==> src/rtl/add_share_arbiter.sv <==
// Round-robin arbiter time-sharing one adder among NREQ requesters.
// Each sum is registered into a single output slot tagged with its requester index.
module add_share_arbiter #(
  parameter int NBITS = 32,
  parameter int NREQ  = 4,
  localparam int IDW  = $clog2(NREQ)
) (
  input  logic                  clk,
  input  logic                  rst_n,
  input  logic [NREQ-1:0]       req_valid,
  input  logic [NREQ*NBITS-1:0] req_a,
  input  logic [NREQ*NBITS-1:0] req_b,
  output logic [NREQ-1:0]       req_ready,
  output logic                  res_valid,
  output logic [NBITS-1:0]      res_data,
  output logic                  res_ovf,
  output logic [IDW-1:0]        res_id,
  input  logic                  res_ready
);

  typedef enum logic {EMPTY = 1'b0, FULL = 1'b1} slot_state_t;

  slot_state_t      state, state_nxt;
  logic [IDW-1:0]   rr_ptr, rr_ptr_nxt;
  logic [IDW-1:0]   grant_idx;
  logic [IDW:0]     cand_wide;
  logic             grant_found;
  logic             can_accept;
  logic             accept;
  logic [NBITS-1:0] op_a, op_b, sum;
  logic             sum_ovf;

  // Cyclic search from rr_ptr; the wrap is a subtraction so NREQ need not be a power of two.
  always_comb begin
    grant_found = 1'b0;
    grant_idx   = '0;
    cand_wide   = '0;
    for (int k = 0; k < NREQ; k++) begin
      cand_wide = {1'b0, rr_ptr} + (IDW+1)'(k);
      if (cand_wide >= (IDW+1)'(NREQ))
        cand_wide = cand_wide - (IDW+1)'(NREQ);
      if (!grant_found && req_valid[cand_wide[IDW-1:0]]) begin
        grant_found = 1'b1;
        grant_idx   = cand_wide[IDW-1:0];
      end
    end
  end

  // A full slot that drains this cycle may be refilled in the same cycle.
  assign can_accept = (state == EMPTY) || res_ready;
  assign accept     = rst_n && can_accept && grant_found;

  always_comb begin
    req_ready = '0;
    if (accept)
      req_ready[grant_idx] = 1'b1;
  end

  assign op_a    = req_a[int'(grant_idx)*NBITS +: NBITS];
  assign op_b    = req_b[int'(grant_idx)*NBITS +: NBITS];
  assign sum     = op_a + op_b;
  assign sum_ovf = (op_a[NBITS-1] == op_b[NBITS-1]) && (sum[NBITS-1] != op_a[NBITS-1]);

  assign rr_ptr_nxt = (grant_idx == IDW'(NREQ-1)) ? '0 : grant_idx + 1'b1;

  always_comb begin
    state_nxt = state;
    if (accept)
      state_nxt = FULL;
    else if ((state == FULL) && res_ready)
      state_nxt = EMPTY;
  end

  always_ff @(posedge clk or negedge rst_n) begin
    if (!rst_n) begin
      state  <= EMPTY;
      rr_ptr <= '0;
    end else begin
      state <= state_nxt;
      if (accept)
        rr_ptr <= rr_ptr_nxt;
    end
  end

  // Payload only moves on accept, so a plain drain leaves the last result visible.
  always_ff @(posedge clk or negedge rst_n) begin
    if (!rst_n) begin
      res_data <= '0;
      res_ovf  <= 1'b0;
      res_id   <= '0;
    end else if (accept) begin
      res_data <= sum;
      res_ovf  <= sum_ovf;
      res_id   <= grant_idx;
    end
  end

  assign res_valid = (state == FULL);

endmodule

==> config.mk <==
export PLATFORM = sky130hd
export DESIGN_NAME = add_share_arbiter
export DESIGN_NICKNAME = d
export VERILOG_FILES = /design/src/rtl/add_share_arbiter.sv
export SDC_FILE = /design/constraint.sdc
export NUM_CORES = 1
export LEC_CHECK = 0
export CAP_MARGIN = 20
export CORE_UTILIZATION = 36
export CTS_CLUSTER_SIZE = 8
export DETAILED_ROUTE_END_ITERATION = 8
export HOLD_SLACK_MARGIN = 0.03
export PLACE_DENSITY_LB_ADDON = 0.08
export SYNTH_ARGS = -nofsm -noshare
export SYNTH_HDL_FRONTEND = slang
export SYNTH_SLANG_ARGS = --single-unit
==> constraint.sdc <==
create_clock -name clk -period 10 [get_ports clk]
set_input_delay 2.5 -clock clk [delete_from_list [all_inputs] [get_ports clk]]
set_output_delay 2.5 -clock clk [all_outputs]
set_load 0.02 [all_outputs]
Word-level counts from Yosys, hierarchy flattened
Index checks and enable logic that the tools add are counted.
{"block": "op_classes", "addsub": 9, "n_lt_le_gt_ge": 10, "eq_ne": 3, "shift": 2, "mux": 26, "bitwise_logic": 1, "n_reduce_logical": 13}
{"cell": "$shiftx 128x8->32", "n": 2}
{"cell": "$add 32x32->32", "n": 1}
{"cell": "$mux 2", "n": 9}
{"cell": "$lt 2x3->1 const B", "n": 5}
{"cell": "$mux 1", "n": 11}
{"cell": "$ge 3x3->1 const B", "n": 3}
{"cell": "$bmux 1 s2", "n": 4}
{"cell": "$logic_and 1x1->1", "n": 8}
{"cell": "$sub 2x1->2 const B", "n": 4}
{"cell": "$add 2x2->3 const B", "n": 2}
{"cell": "$mux 4", "n": 1}
{"cell": "$add 2x1->3 const B", "n": 1}
{"cell": "$ge 2x3->1 const B", "n": 1}
{"cell": "$logic_not 1->1", "n": 3}
{"cell": "$add 2x1->2 const B", "n": 1}
{"cell": "$demux 1 s2", "n": 1}
{"cell": "$eq 2x2->1 const B", "n": 1}
{"cell": "$ge 2x1->1 const B", "n": 1}
{"cell": "$reduce_bool 2->1", "n": 1}
{"cell": "$eq 1x1->1", "n": 1}
{"cell": "$logic_or 1x1->1", "n": 1}
{"cell": "$ne 1x1->1", "n": 1}
{"cell": "$not 1->1", "n": 1}
{"block": "totals", "reg_bits": 38, "input_bits": 263, "word_cells": 69}

Longest topological paths before layout
{"block": "depth", "depth_word": 19, "depth_mapped": 20, "ltp_nobuf": 17}

Least setup slack after synthesis
No wires, ideal clock.
{"block": "synth_path", "kind": "in2out", "startpoint": "input req_valid[3]", "endpoint": "output req_ready[1]", "arrival_time_ps": 3958, "required_ps": 7500, "setup_slack_ps": 3542, "path_stages": 9, "path_buffers": 2, "path_cell_list": "nand2b_1 a21oi_1 o21ai_0 o21a_1 clkbuf_1 inv_2 clkbuf_1 ha_1 and2_1"}
{"block": "synth_between", "elab_chain_cells": 17}
{"item": "start: declaration", "line": "10", "rtl": "input logic [NREQ-1:0] req_valid,"}
{"item": "$bmux 1 s2", "line": "42", "rtl": "if (!grant_found && req_valid[cand_wide[IDW-1:0]]) begin"}
{"item": "$mux 1 (implied by the code)", "line": "42"}
{"item": "$mux 1", "line": "42"}
{"item": "$logic_not 1->1", "line": "42"}
{"item": "$logic_and 1x1->1", "line": "42"}
{"item": "$mux 1", "line": "42"}
{"item": "$logic_not 1->1", "line": "42"}
{"item": "$logic_and 1x1->1", "line": "42"}
{"item": "$mux 1", "line": "42"}
{"item": "$logic_not 1->1", "line": "42"}
{"item": "$logic_and 1x1->1", "line": "42"}
{"item": "$mux 2", "line": "42"}
{"item": "$lt 2x3->1 (implied by the code) / $ge 2x1->1 (equally long branches)", "line": "56", "rtl": "req_ready[grant_idx] = 1'b1;"}
{"item": "$logic_and 1x1->1 (implied by the code)", "line": "56"}
{"item": "$mux 1 (implied by the code)", "line": "56"}
{"item": "$demux 1 s2", "line": "56"}
{"item": "$mux 4 *", "line": "55", "rtl": "if (accept)"}
{"item": "end: declaration", "line": "13", "rtl": "output logic [NREQ-1:0] req_ready,"}
Mark *: on every way between the ends. The rest lies on a longest branch, timed or not. The select of a mux whose other input is x is not followed.

Worst setup path after layout
Ends and elaborated chain as after synthesis.

==> impl_metrics.env <==
export IMPL_ctsHtreeMaxLevel=2
export IMPL_clk_latency_ns=0.28
export IMPL_grt_max_degree=85
export IMPL_power_switching_w=0.00119
export IMPL_port_buffer_count=302
export IMPL_hold_viol_final=0
export IMPL_cp_arrival_ns=5.13
export IMPL_viasPerCell=5.17
export IMPL_layout_common_cells="nand2_1 (301), clkdlybuf4s50_1 (301), and3_1 (65), a31oi_1 (65), dfrtp_1 (38)"
export IMPL_ys_seq_area_share_pct=19.0
export IMPL_crit_family="buffers and inverters"
export IMPL_slew_headroom_pct=44.7
export IMPL_max_cap_violations=0
export IMPL_sequentialPowerShare_pct=11.4
export IMPL_cts_tree="built"
export IMPL_crit_buf_inv=3
export IMPL_min_period_ns=7.63
export IMPL_clock_path_buffers=2
export IMPL_grt_pass1_wl_um=28300
export IMPL_first_pass_iters=5
export IMPL_die_y_um=120
export IMPL_synth_edf_count=0
export IMPL_setup_viol=0
export IMPL_root_buffer="clkbuf_16"
export IMPL_grt_ovfl_total=0
export IMPL_core_um2=13400
export IMPL_leakage_nw=3.67
export IMPL_synthToLayoutAreaGrowth_pct=65.0
export IMPL_power_w=0.00237
export IMPL_die_x_um=120
export IMPL_tightest_slew_ns=0.830
export IMPL_n_antenna_cell=0
export IMPL_dieArea_um2=14400
export IMPL_start_util_pct=37.4
export IMPL_rsz0062_at_grt="no"
export IMPL_cts_buffers=5
export IMPL_synth_async_reset_ratio_pct=100
export IMPL_pwr_share_comb_pct=81.9
export IMPL_rows=42
export IMPL_worstPathMaxFanout=65
export IMPL_io_pins=303
export IMPL_ys_flop_type="dfrtp_1"
export IMPL_cp_end_kind="output port"
export IMPL_crit_required_ns=7.50
export IMPL_layout_nets=1344
export IMPL_skew_ns=0.00361
export IMPL_rrSetupSlack_ns=5.15
export IMPL_status="complete, no violations"
export IMPL_synth_fp_nets=1077
export IMPL_startpoint_type="primary input"
export IMPL_synth_warnings=0
export IMPL_place_area_um2=8110
export IMPL_synth_cell_type_count=55
export IMPL_finish_instance_area_um2=8260
export IMPL_initialDrtViolationCount=273
export IMPL_crit_chain="clkdlybuf4s50_1 -> mux2i_1 -> and2_1 -> nor3_4 -> buf_4 -> ha_1 -> and2_1 -> clkdlybuf4s50_1"
export IMPL_hold_class="register to register"
export IMPL_rr_endpoint="res_data[28]"
export IMPL_wire_per_inst_um=14.5
export IMPL_finalHoldWorstSlack_ns=0.470
export IMPL_hold_buffers=0
export IMPL_switching_share_pct=50.2
export IMPL_cts_resized=0
export IMPL_dpl_cell_count=1214
export IMPL_clkPwrFrac_pct=6.7
export IMPL_clkSinkCount=38
export IMPL_synth_avg_cell_area_um2=6.44
export IMPL_internal_power_w=0.00118
export IMPL_fmaxAchievable_mhz=131
export IMPL_slowest_delay_ns=0.59
export IMPL_routabilityCongestion=0.825
export IMPL_synth_area_um2=5010
export IMPL_min_path_cells=2
export IMPL_dp_hpwl_um=13800
export IMPL_grt_usage_pct=24.0
export IMPL_syn_inst=778
export IMPL_critPathSlowestCell="clkdlybuf4s50_1"
export IMPL_final_cells=1222
export IMPL_post_cts_setup_buffers=0
export IMPL_drc=0
export IMPL_maxSlewViolCount=0
export IMPL_powerDensity_nw_per_um2=287
export IMPL_ant_nets=0
export IMPL_r2r_cells=17
export IMPL_grt_pass1_vias=5796
export IMPL_drive_gt1_share_pct=2.96
export IMPL_vdd_drop_max_uv=121
export IMPL_r2r_start="rr_ptr[1]"
export IMPL_clkTransAtPathRegs_ns=0.06
export IMPL_ys_ff_latch=38
export IMPL_drt_wl_total_um=17700
export IMPL_fin_crit_sh_pct=76.3
export IMPL_critPathKind="primary input to output port"
export IMPL_num_vias=6314
export IMPL_min_to="res_data[1]"
export IMPL_setup_tns_ns=0
export IMPL_antenna_found_initial=0
export IMPL_hp_start="res_data[1]"
## worst max-delay path by stage
| stage | startpoint | to | slack (ns) | cells past startpoint |
|---|---|---|---|---|
| 2_1_floorplan | req_valid[3] | req_ready[1] | 3.54 | 9 |
| 3_3_place_gp | req_valid[3] | req_ready[3] | 2.39 | 8 |
| 3_5_place_dp | req_valid[3] | req_ready[1] | 2.36 | 8 |
| 4_1_cts | req_valid[3] | req_ready[1] | 2.35 | 8 |
| 5_1_grt | req_valid[3] | req_ready[3] | 2.21 | 8 |
| 6_report | req_valid[3] | req_ready[1] | 2.37 | 8 |
## synthesized netlist by cell type (all sizes together) (2+ instances only)
library cell	number	area [um^2]
nor2	17	63.8
o21ai	38	190
mux2	4	45.0
nor3b	3	22.5
xnor2	15	131
and2	6	37.5
a21o	11	82.6
a21oi	31	163
nand3	9	45.0
o31ai	5	37.5
o22ai	2	12.5
nor2b	2	12.5
nor3	7	40.0
a311oi	3	43.8
clkbuf	37	139
o311ai	3	33.8
buf	13	63.8
xor2	10	87.6
ha	35	438
dfrtp	38	951
mux2i	5	50.1
nand2	301	1130
o211ai	5	42.5
and3	65	407
nand2b	7	43.8
o21a	5	37.5
a211oi	2	15.0
a31oi	65	407
nand4	5	31.3
inv	12	47.6
o21bai	4	30.0
## metal layers
layer | part of all wire, % | up-vias | GRT usage, %
met1 | 45 | 2854 | 31.7
met4 | 0.67 | 0 | 3.36
met3 | 7.0 | 9 | 4.18
met5 | 0 | - | 0
met2 | 47 | 207 | 41.5
li1 | - | 3244 | -
## registers in the layout (all words and copies together), names as in the netlist
register	count
rr_ptr	2
res_data	32
res_id	2
res_ovf	1
res_valid	1
## through the flow
stage	util, %	worst slack, ns
global route	61.6	2.21
detailed placement	60.5	2.36
floorplan	-	3.54
CTS	61.6	2.35
finish	61.6	2.37
global placement	60.5	2.39
## final cells by class
| cell class | count | area [um^2] |
|---|---|---|
| Sequential cell | 38 | 951 |
| Clock inverter | 1 | 5.00 |
| Fill cell | 1313 | 5140 |
| Clock buffer | 7 | 143 |
| Inverter | 12 | 47.5 |
| Tap cell | 176 | 220 |
| Timing Repair Buffer | 310 | 3080 |
| Multi-Input combinational cell | 678 | 3820 |
## logic make-up (layout without fill, tap and decap cells)
group	Yosys count	in the layout	synth area share [%]
fa+ha+maj	36	36	9.15
mux	9	9	1.90
compound gates	184	184	23.7
buf+inv	62	330	5.00
flops	38	38	19.0
simple gates	424	424	36.9
xor+xnor	25	25	4.37
## power groups by stage
stage | Clock [W] | Sequential [W] | Combinational [W]
2_1_floorplan | 0 | 0.000353 | 0.00131
3_3_place_gp | 0 | 0.000271 | 0.00192
3_5_place_dp | 0 | 0.000274 | 0.00194
4_1_cts | 0.000162 | 0.000272 | 0.00195
5_1_grt | 0.000168 | 0.000281 | 0.00216
6_report | 0.000159 | 0.000271 | 0.00194
## tightest hold or removal path, cell delays in order, from the launching register on
cell     delay, ns
dfrtp_1       0.34
nand2_1       0.05
nand2_1       0.05
No activity file was read; power rests on OpenSTA's default activity.
